==> src/rtl/trg_clk_pkg.sv <==
// Shared types and helpers for the trigger-clock start controller.
// Holds the state encoding, the majority vote primitive and the output decode.
package trg_clk_pkg;

  typedef enum logic [2:0] {
    ST_IDLE      = 3'd0,
    ST_LOCK_FILT = 3'd1,
    ST_HOLD      = 3'd2,
    ST_W4_SYNC   = 3'd3,
    ST_RUN       = 3'd4,
    ST_PHS_CHNG  = 3'd5,
    ST_FAIL      = 3'd6,
    ST_BAD       = 3'd7
  } state_t;

  localparam int OUT_W = 4;

  function automatic logic maj3(input logic a, input logic b, input logic c);
    return (a & b) | (a & c) | (b & c);
  endfunction

  function automatic int max3(input int a, input int b, input int c);
    int m;
    m = (a > b) ? a : b;
    return (m > c) ? m : c;
  endfunction

  // Packed as {GTX_RST, TRG_RST, RUNNING, FAIL}; unknown codes decode like IDLE.
  function automatic logic [OUT_W-1:0] out_decode(input state_t s);
    case (s)
      ST_W4_SYNC: return 4'b0100;
      ST_RUN:     return 4'b0010;
      ST_FAIL:    return 4'b1101;
      default:    return 4'b1100;
    endcase
  endfunction

endpackage

==> src/rtl/trg_clk_strt_ctrl_tmr_vote.sv <==
// Bitwise three-way majority voter for one triplicated register group.
module tmr_vote
  import trg_clk_pkg::*;
#(
  parameter int W = 1
) (
  input  logic [W-1:0] a,
  input  logic [W-1:0] b,
  input  logic [W-1:0] c,
  input  logic [W-1:0] y_dummy_unused_never = '0,
  output logic [W-1:0] y
);

  always_comb begin
    y = '0;
    for (int i = 0; i < W; i++) begin
      y[i] = maj3(a[i], b[i], c[i]);
    end
  end

endmodule

==> src/rtl/trg_clk_strt_ctrl.sv <==
// Sequences GTX and trigger-logic resets from MMCM lock, phase-change requests
// and per-channel TX sync, with lock debounce, retry/timeout handling and optional TMR.
module trg_clk_strt_ctrl
  import trg_clk_pkg::*;
#(
  parameter int N_CH      = 4,
  parameter int LOCK_FILT = 8,
  parameter int RST_HOLD  = 16,
  parameter int SYNC_TMO  = 1024,
  parameter int MAX_RETRY = 3,
  parameter int TMR       = 1,
  localparam int RCW      = (MAX_RETRY > 0) ? $clog2(MAX_RETRY + 1) : 1
) (
  input  logic            CLK,
  input  logic            RST,
  input  logic            MMCM_LOCK,
  input  logic            CLK_PHS_CHNG,
  input  logic [N_CH-1:0] SYNC_DONE,
  input  logic [N_CH-1:0] CH_EN,
  output logic            GTX_RST,
  output logic            TRG_RST,
  output logic            RUNNING,
  output logic            FAIL,
  output logic [RCW-1:0]  RETRY_CNT,
  output logic [2:0]      STATE
);

  localparam int TMAX = max3(LOCK_FILT, RST_HOLD, SYNC_TMO);
  localparam int TW   = (TMAX > 1) ? $clog2(TMAX) : 1;

  localparam logic [TW-1:0]  LF_LAST  = TW'(LOCK_FILT - 1);
  localparam logic [TW-1:0]  RH_LAST  = TW'(RST_HOLD - 1);
  localparam logic [TW-1:0]  TMO_LAST = TW'(SYNC_TMO - 1);
  localparam logic [RCW-1:0] RC_MAX   = RCW'(MAX_RETRY);

  state_t           st_q0, st_q1, st_q2, st_v, st_nxt;
  logic [2:0]       st_vr;
  logic [RCW-1:0]   rc_q0, rc_q1, rc_q2, rc_v, rc_nxt;
  logic [OUT_W-1:0] oq0, oq1, oq2, ov, o_nxt;
  logic [TW-1:0]    timer;
  logic             tmr_inc;
  logic             all_sync;

  assign all_sync = &(SYNC_DONE | ~CH_EN);

  // Next state and retry count are derived from the voted copies only.
  always_comb begin
    st_nxt  = st_v;
    rc_nxt  = rc_v;
    tmr_inc = 1'b0;
    case (st_v)
      ST_IDLE: begin
        if (MMCM_LOCK) st_nxt = ST_LOCK_FILT;
      end
      ST_LOCK_FILT: begin
        if (!MMCM_LOCK)             st_nxt = ST_IDLE;
        else if (timer == LF_LAST)  st_nxt = ST_HOLD;
        else                        tmr_inc = 1'b1;
      end
      ST_HOLD: begin
        if (!MMCM_LOCK)             st_nxt = ST_IDLE;
        else if (timer == RH_LAST)  st_nxt = ST_W4_SYNC;
        else                        tmr_inc = 1'b1;
      end
      ST_W4_SYNC: begin
        if (!MMCM_LOCK)             st_nxt = ST_IDLE;
        else if (all_sync)          st_nxt = ST_RUN;
        else if (timer == TMO_LAST) begin
          if (rc_v >= RC_MAX) begin
            st_nxt = ST_FAIL;
          end else begin
            rc_nxt = rc_v + RCW'(1);
            st_nxt = ST_HOLD;
          end
        end else begin
          tmr_inc = 1'b1;
        end
      end
      ST_RUN: begin
        if (!MMCM_LOCK)             st_nxt = ST_IDLE;
        else if (CLK_PHS_CHNG)      st_nxt = ST_PHS_CHNG;
        else if (!all_sync)         st_nxt = ST_HOLD;
      end
      ST_PHS_CHNG: begin
        if (!CLK_PHS_CHNG)          st_nxt = ST_IDLE;
      end
      ST_FAIL: begin
        if (!MMCM_LOCK)             st_nxt = ST_IDLE;
      end
      default: st_nxt = ST_IDLE;
    endcase
    if (st_nxt == ST_IDLE || st_nxt == ST_RUN) rc_nxt = '0;
    o_nxt = out_decode(st_nxt);
  end

  // Shared, non-triplicated timer; any state change restarts it.
  always_ff @(posedge CLK) begin
    if (RST)                 timer <= '0;
    else if (st_nxt != st_v) timer <= '0;
    else if (tmr_inc)        timer <= timer + TW'(1);
  end

  always_ff @(posedge CLK) begin
    if (RST) begin
      st_q0 <= ST_IDLE;
      rc_q0 <= '0;
      oq0   <= out_decode(ST_IDLE);
    end else begin
      st_q0 <= st_nxt;
      rc_q0 <= rc_nxt;
      oq0   <= o_nxt;
    end
  end

  generate
    if (TMR != 0) begin : g_tmr
      // Copies 1 and 2 load the same next value, so a single upset is outvoted and then overwritten.
      always_ff @(posedge CLK) begin
        if (RST) begin
          st_q1 <= ST_IDLE;
          st_q2 <= ST_IDLE;
          rc_q1 <= '0;
          rc_q2 <= '0;
          oq1   <= out_decode(ST_IDLE);
          oq2   <= out_decode(ST_IDLE);
        end else begin
          st_q1 <= st_nxt;
          st_q2 <= st_nxt;
          rc_q1 <= rc_nxt;
          rc_q2 <= rc_nxt;
          oq1   <= o_nxt;
          oq2   <= o_nxt;
        end
      end

      tmr_vote #(.W(3)) u_vote_st (
        .a(st_q0), .b(st_q1), .c(st_q2), .y_dummy_unused_never('0), .y(st_vr)
      );
      tmr_vote #(.W(RCW)) u_vote_rc (
        .a(rc_q0), .b(rc_q1), .c(rc_q2), .y_dummy_unused_never('0), .y(rc_v)
      );
      tmr_vote #(.W(OUT_W)) u_vote_out (
        .a(oq0), .b(oq1), .c(oq2), .y_dummy_unused_never('0), .y(ov)
      );
    end else begin : g_single
      assign st_q1 = st_q0;
      assign st_q2 = st_q0;
      assign rc_q1 = rc_q0;
      assign rc_q2 = rc_q0;
      assign oq1   = oq0;
      assign oq2   = oq0;
      assign st_vr = st_q0;
      assign rc_v  = rc_q0;
      assign ov    = oq0;
    end
  endgenerate

  assign st_v      = state_t'(st_vr);
  assign STATE     = st_vr;
  assign RETRY_CNT = rc_v;
  assign GTX_RST   = ov[3];
  assign TRG_RST   = ov[2];
  assign RUNNING   = ov[1];
  assign FAIL      = ov[0];

endmodule

==> config.mk <==
export PLATFORM = sky130hd
export DESIGN_NAME = trg_clk_strt_ctrl
export DESIGN_NICKNAME = d
export VERILOG_FILES = /design/src/rtl/trg_clk_pkg.sv /design/src/rtl/trg_clk_strt_ctrl_tmr_vote.sv /design/src/rtl/trg_clk_strt_ctrl.sv
export SDC_FILE = /design/constraint.sdc
export NUM_CORES = 1
export LEC_CHECK = 0
export ABC_AREA = 1
export CAP_MARGIN = 40
export CELL_PAD_IN_SITES_DETAIL_PLACEMENT = 1
export CELL_PAD_IN_SITES_GLOBAL_PLACEMENT = 2
export CORE_UTILIZATION = 25
export CTS_BUF_LIST = sky130_fd_sc_hd__clkbuf_16
export DETAILED_ROUTE_END_ITERATION = 8
export PLACE_DENSITY_LB_ADDON = 0.1
export SYNTH_ARGS = -nofsm -noshare
export SYNTH_HDL_FRONTEND = slang
export SYNTH_HIERARCHICAL = 1
export SYNTH_SLANG_ARGS = --single-unit
==> constraint.sdc <==
create_clock -name CLK -period 1.6 [get_ports CLK]
set_input_delay 0.32 -clock CLK [delete_from_list [all_inputs] [get_ports CLK]]
set_output_delay 0.32 -clock CLK [all_outputs]
set_load 0.03 [all_outputs]
==> key figures <==
Logic synthesis
  – Synthesis warning total: 6
  – Gate Count Post-Synth: 232
  – Syn_area_per_cell: between 6 and 7 sq um
  – Synthesized area: 1420 sq um
  – Post-Synthesis Net Count: 245

Detailed routing
  – Sum of routed wire segments on met1: 1.98 mm
  – Vias per std cell: 4.34
  – Remaining routing DRC violations: 0
  – Number of iterations in the first detailed-routing pass: 4
  – Number of routed nets with antenna violations: 0
  – Total number of vias: roughly 1,600
  – DR iter-0 viols: 22
  – Average wire per standard cell: 11.5 microns
  – Metal2 WL: between 2 and 2.5 mm
  – Detailed Route WL: 4.28 mm
  – Highest layer used for signal routing: met4
  – Detailed-routed wire length on met3: between 60 and 70 microns

Global route
  – Largest net degree at the start of global routing: 14
  – Initial antenna violation count: 0
  – Aggregate global-route resource usage: 15.8%
  – Leftover overflow at the end of global routing: 0
  – Via count of the first global-routing pass: about 1,600
  – First-pass GRT wire length: 7.42 mm

Floorplanning
  – Die outline area: 6000 sq um
  – Area of the core: around 5500 sq um
  – Vertical die dimension: 77.5 microns
  – FP Rows: 27
  – Initial core utilization: 25.9%
  – Count of boundary I/O pins: 21
  – Die width: 77.5 microns

Clocking
  – Number of buffers added by the clock tree synthesis step: 3
  – Number of hold buffers added after CTS: 0
  – Cell at the root of the clock tree: sky130_fd_sc_hd__clkbuf_16
  – Skew-Pair Late Insertion Delay: ~0.25 ns
  – CTS tree: yes
  – Number of buffers on the longest clock path: 2
  – Post-CTS clock slew at the launch and capture registers of the worst setup and hold paths: about 0.060 ns
  – # clock sinks: 19
  – Level count of the clock H-tree: 1

Setup path
  – Max Fanout on Critical Path: 7
  – Cell repeated most along the worst path: sky130_fd_sc_hd__buf_4
  – Arrival time of data at the critical path endpoint: roughly 1.5 ns
  – Slowest CP cell: sky130_fd_sc_hd__dfxtp_4
  – Longest individual stage delay on the worst path: between 0.3 and 0.4 ns
  – Crit start category: flip-flop
  – Worst path cell trace: nand2_2 -> nand3_4 -> buf_4 -> buf_4 -> buf_4 -> buf_4
  – Family with the most delay on the worst path: buffers and inverters
  – Class of the most critical setup path: reg -> out
  – CP Buf/Inv Count: 4
  – CP Data Required Time: 1.28 ns
  – Element type at the critical path end: output pin

Hold path
  – Path type of the worst min-delay path: reg -> reg

Cells and area
  – Final #Nets: between 300 and 400
  – Post-layout utilization of the core: 43.4%
  – Final non-filler cell area: approximately 2400 sq um
  – N_diodes: 0
  – Share of layout cells above drive strength 1: 44.1%
  – Synthesis-to-layout area growth: 67.7%

STA
  – Tmin final: 1.78 ns
  – Summed negative setup slack over all endpoints: -2.59 ns
  – Final Max Tran Viols: 0
  – Transition time at the pin with the least slew margin: approximately 0.38 ns
  – Worst max-slew margin expressed relative to the limit: 74.5%
  – Fmax: roughly 560 MHz
  – Final setup violation count: 19
  – Final clock period utilization by the worst path: 111%
  – Maximum clock skew at final layout: 0.00162 ns
  – RSZ-0062 raised after global routing: yes
  – Final hold violation count: 0
  – Final worst-path setup slack: -0.178 ns

Placement
  – Setup slack at placement: -0.653 ns
  – Number of I/O port buffers: 20
  – Final HPWL from detailed placement: 3.23 mm
  – Last weighted congestion value of the routability-driven placer: ~0.71
  – Placement Cell Area: 2040 sq um

Pwr
  – PwrDens: roughly 530 nW/um^2
  – Leakage power summed over all cells: 1.13 nW
  – VDD IR max: between 0.0004 and 0.0005 V

Status
  – Status: finished, violations left
  – Failing checks: setup timing

Flow run
  – Reported max-cap violation count: 0
==> metrics by stage <==
| step | hold WS, ns | total power, mW | std cells |
|---|---|---|---|
| after floorplan | 0.383 | 0.589 | 232 |
| after global placement | 0.604 | 0.680 | 357 |
| after detailed placement | 0.608 | 0.680 | 357 |
| after CTS | 0.622 | 1.27 | 369 |
| after global routing | 0.667 | 1.32 | 371 |
| final | 0.612 | 1.26 | 371 |
==> worst register-to-register path, delay by kind of cell, from the launching register on <==
| kind | cells | cell delay [ns] |
|---|---|---|
| buffers and inverters | 4 | 0.35 |
| AND/OR/NAND/NOR | 9 | 0.94 |
| flip-flops | 1 | 0.38 |
==> placed cells by master (no fill, tap or decap), types with 3 or more instances in the layout <==
cell	n
sky130_fd_sc_hd__a21oi_2	5
sky130_fd_sc_hd__buf_4	44
sky130_fd_sc_hd__clkbuf_16	3
sky130_fd_sc_hd__clkdlybuf4s15_1	5
sky130_fd_sc_hd__clkdlybuf4s50_1	3
sky130_fd_sc_hd__clkinv_2	3
sky130_fd_sc_hd__dfxtp_1	14
sky130_fd_sc_hd__dfxtp_4	3
sky130_fd_sc_hd__dlygate4sd2_1	9
sky130_fd_sc_hd__inv_1	30
sky130_fd_sc_hd__inv_2	3
sky130_fd_sc_hd__inv_4	3
sky130_fd_sc_hd__nand2_1	51
sky130_fd_sc_hd__nand2_2	19
sky130_fd_sc_hd__nand2_4	7
sky130_fd_sc_hd__nand3_1	7
sky130_fd_sc_hd__nand3_2	10
sky130_fd_sc_hd__nand3_4	5
sky130_fd_sc_hd__nand4_1	5
sky130_fd_sc_hd__nor2_1	18
sky130_fd_sc_hd__nor2_2	7
sky130_fd_sc_hd__nor2_4	5
sky130_fd_sc_hd__nor3_1	5
sky130_fd_sc_hd__o21ai_0	3
sky130_fd_sc_hd__o21ai_1	5
sky130_fd_sc_hd__o21ai_2	3
sky130_fd_sc_hd__xor2_1	7
==> power breakdown <==
group / internal [mW] / leakage (nW) / total [mW] / switching [mW]
registers: 0.473 / 0.157 / 0.479 / 0.00574
logic: 0.106 / 0.928 / 0.242 / 0.136
clock network: 0.336 / 0.0409 / 0.540 / 0.204
==> timing repair <==
item                                    in CTS  in global routing
resized for setup                           67                  9
gates cloned                                 1                  0
pin swaps                                   27                  3
buffers inserted                             7                  2
endpoints found under the setup margin      25                 24
==> layout make-up <==
type | count | area [sq um]
Multi-Input combinational cell | 174 | 1150
Tap cell | 72 | 90.1
Clock buffer | 3 | 75.1
Sequential cell | 19 | 394
Fill cell | 704 | 3120
Clock inverter | 1 | 5.00
Timing Repair Buffer | 63 | 512
Inverter | 39 | 164
==> registers in the layout (all words and copies together) (netlist names) <==
| signal | count |
|---|---|
| timer | 10 |
| oq2 | 4 |
| st_q2 | 3 |
| rc_q2 | 2 |
==> per-layer routing <==
layer	up-vias	track usage [%]
met5	-	0
met3	4	2.12
met1	719	19.4
met4	0	3.40
li1	876	-
met2	12	28.8
==> final timing paths <==
path	start	endpoint	slack, ns	cells past startpoint
setup / recovery	st_q2[2]	STATE[2]	-0.18	6
hold / removal	timer[7]	timer[7]	0.61	4
setup reg to reg	st_q2[1]	oq2[2]	-0.17	13
hold reg to reg	timer[7]	timer[7]	0.61	4
(Power assumes the default switching activity.)
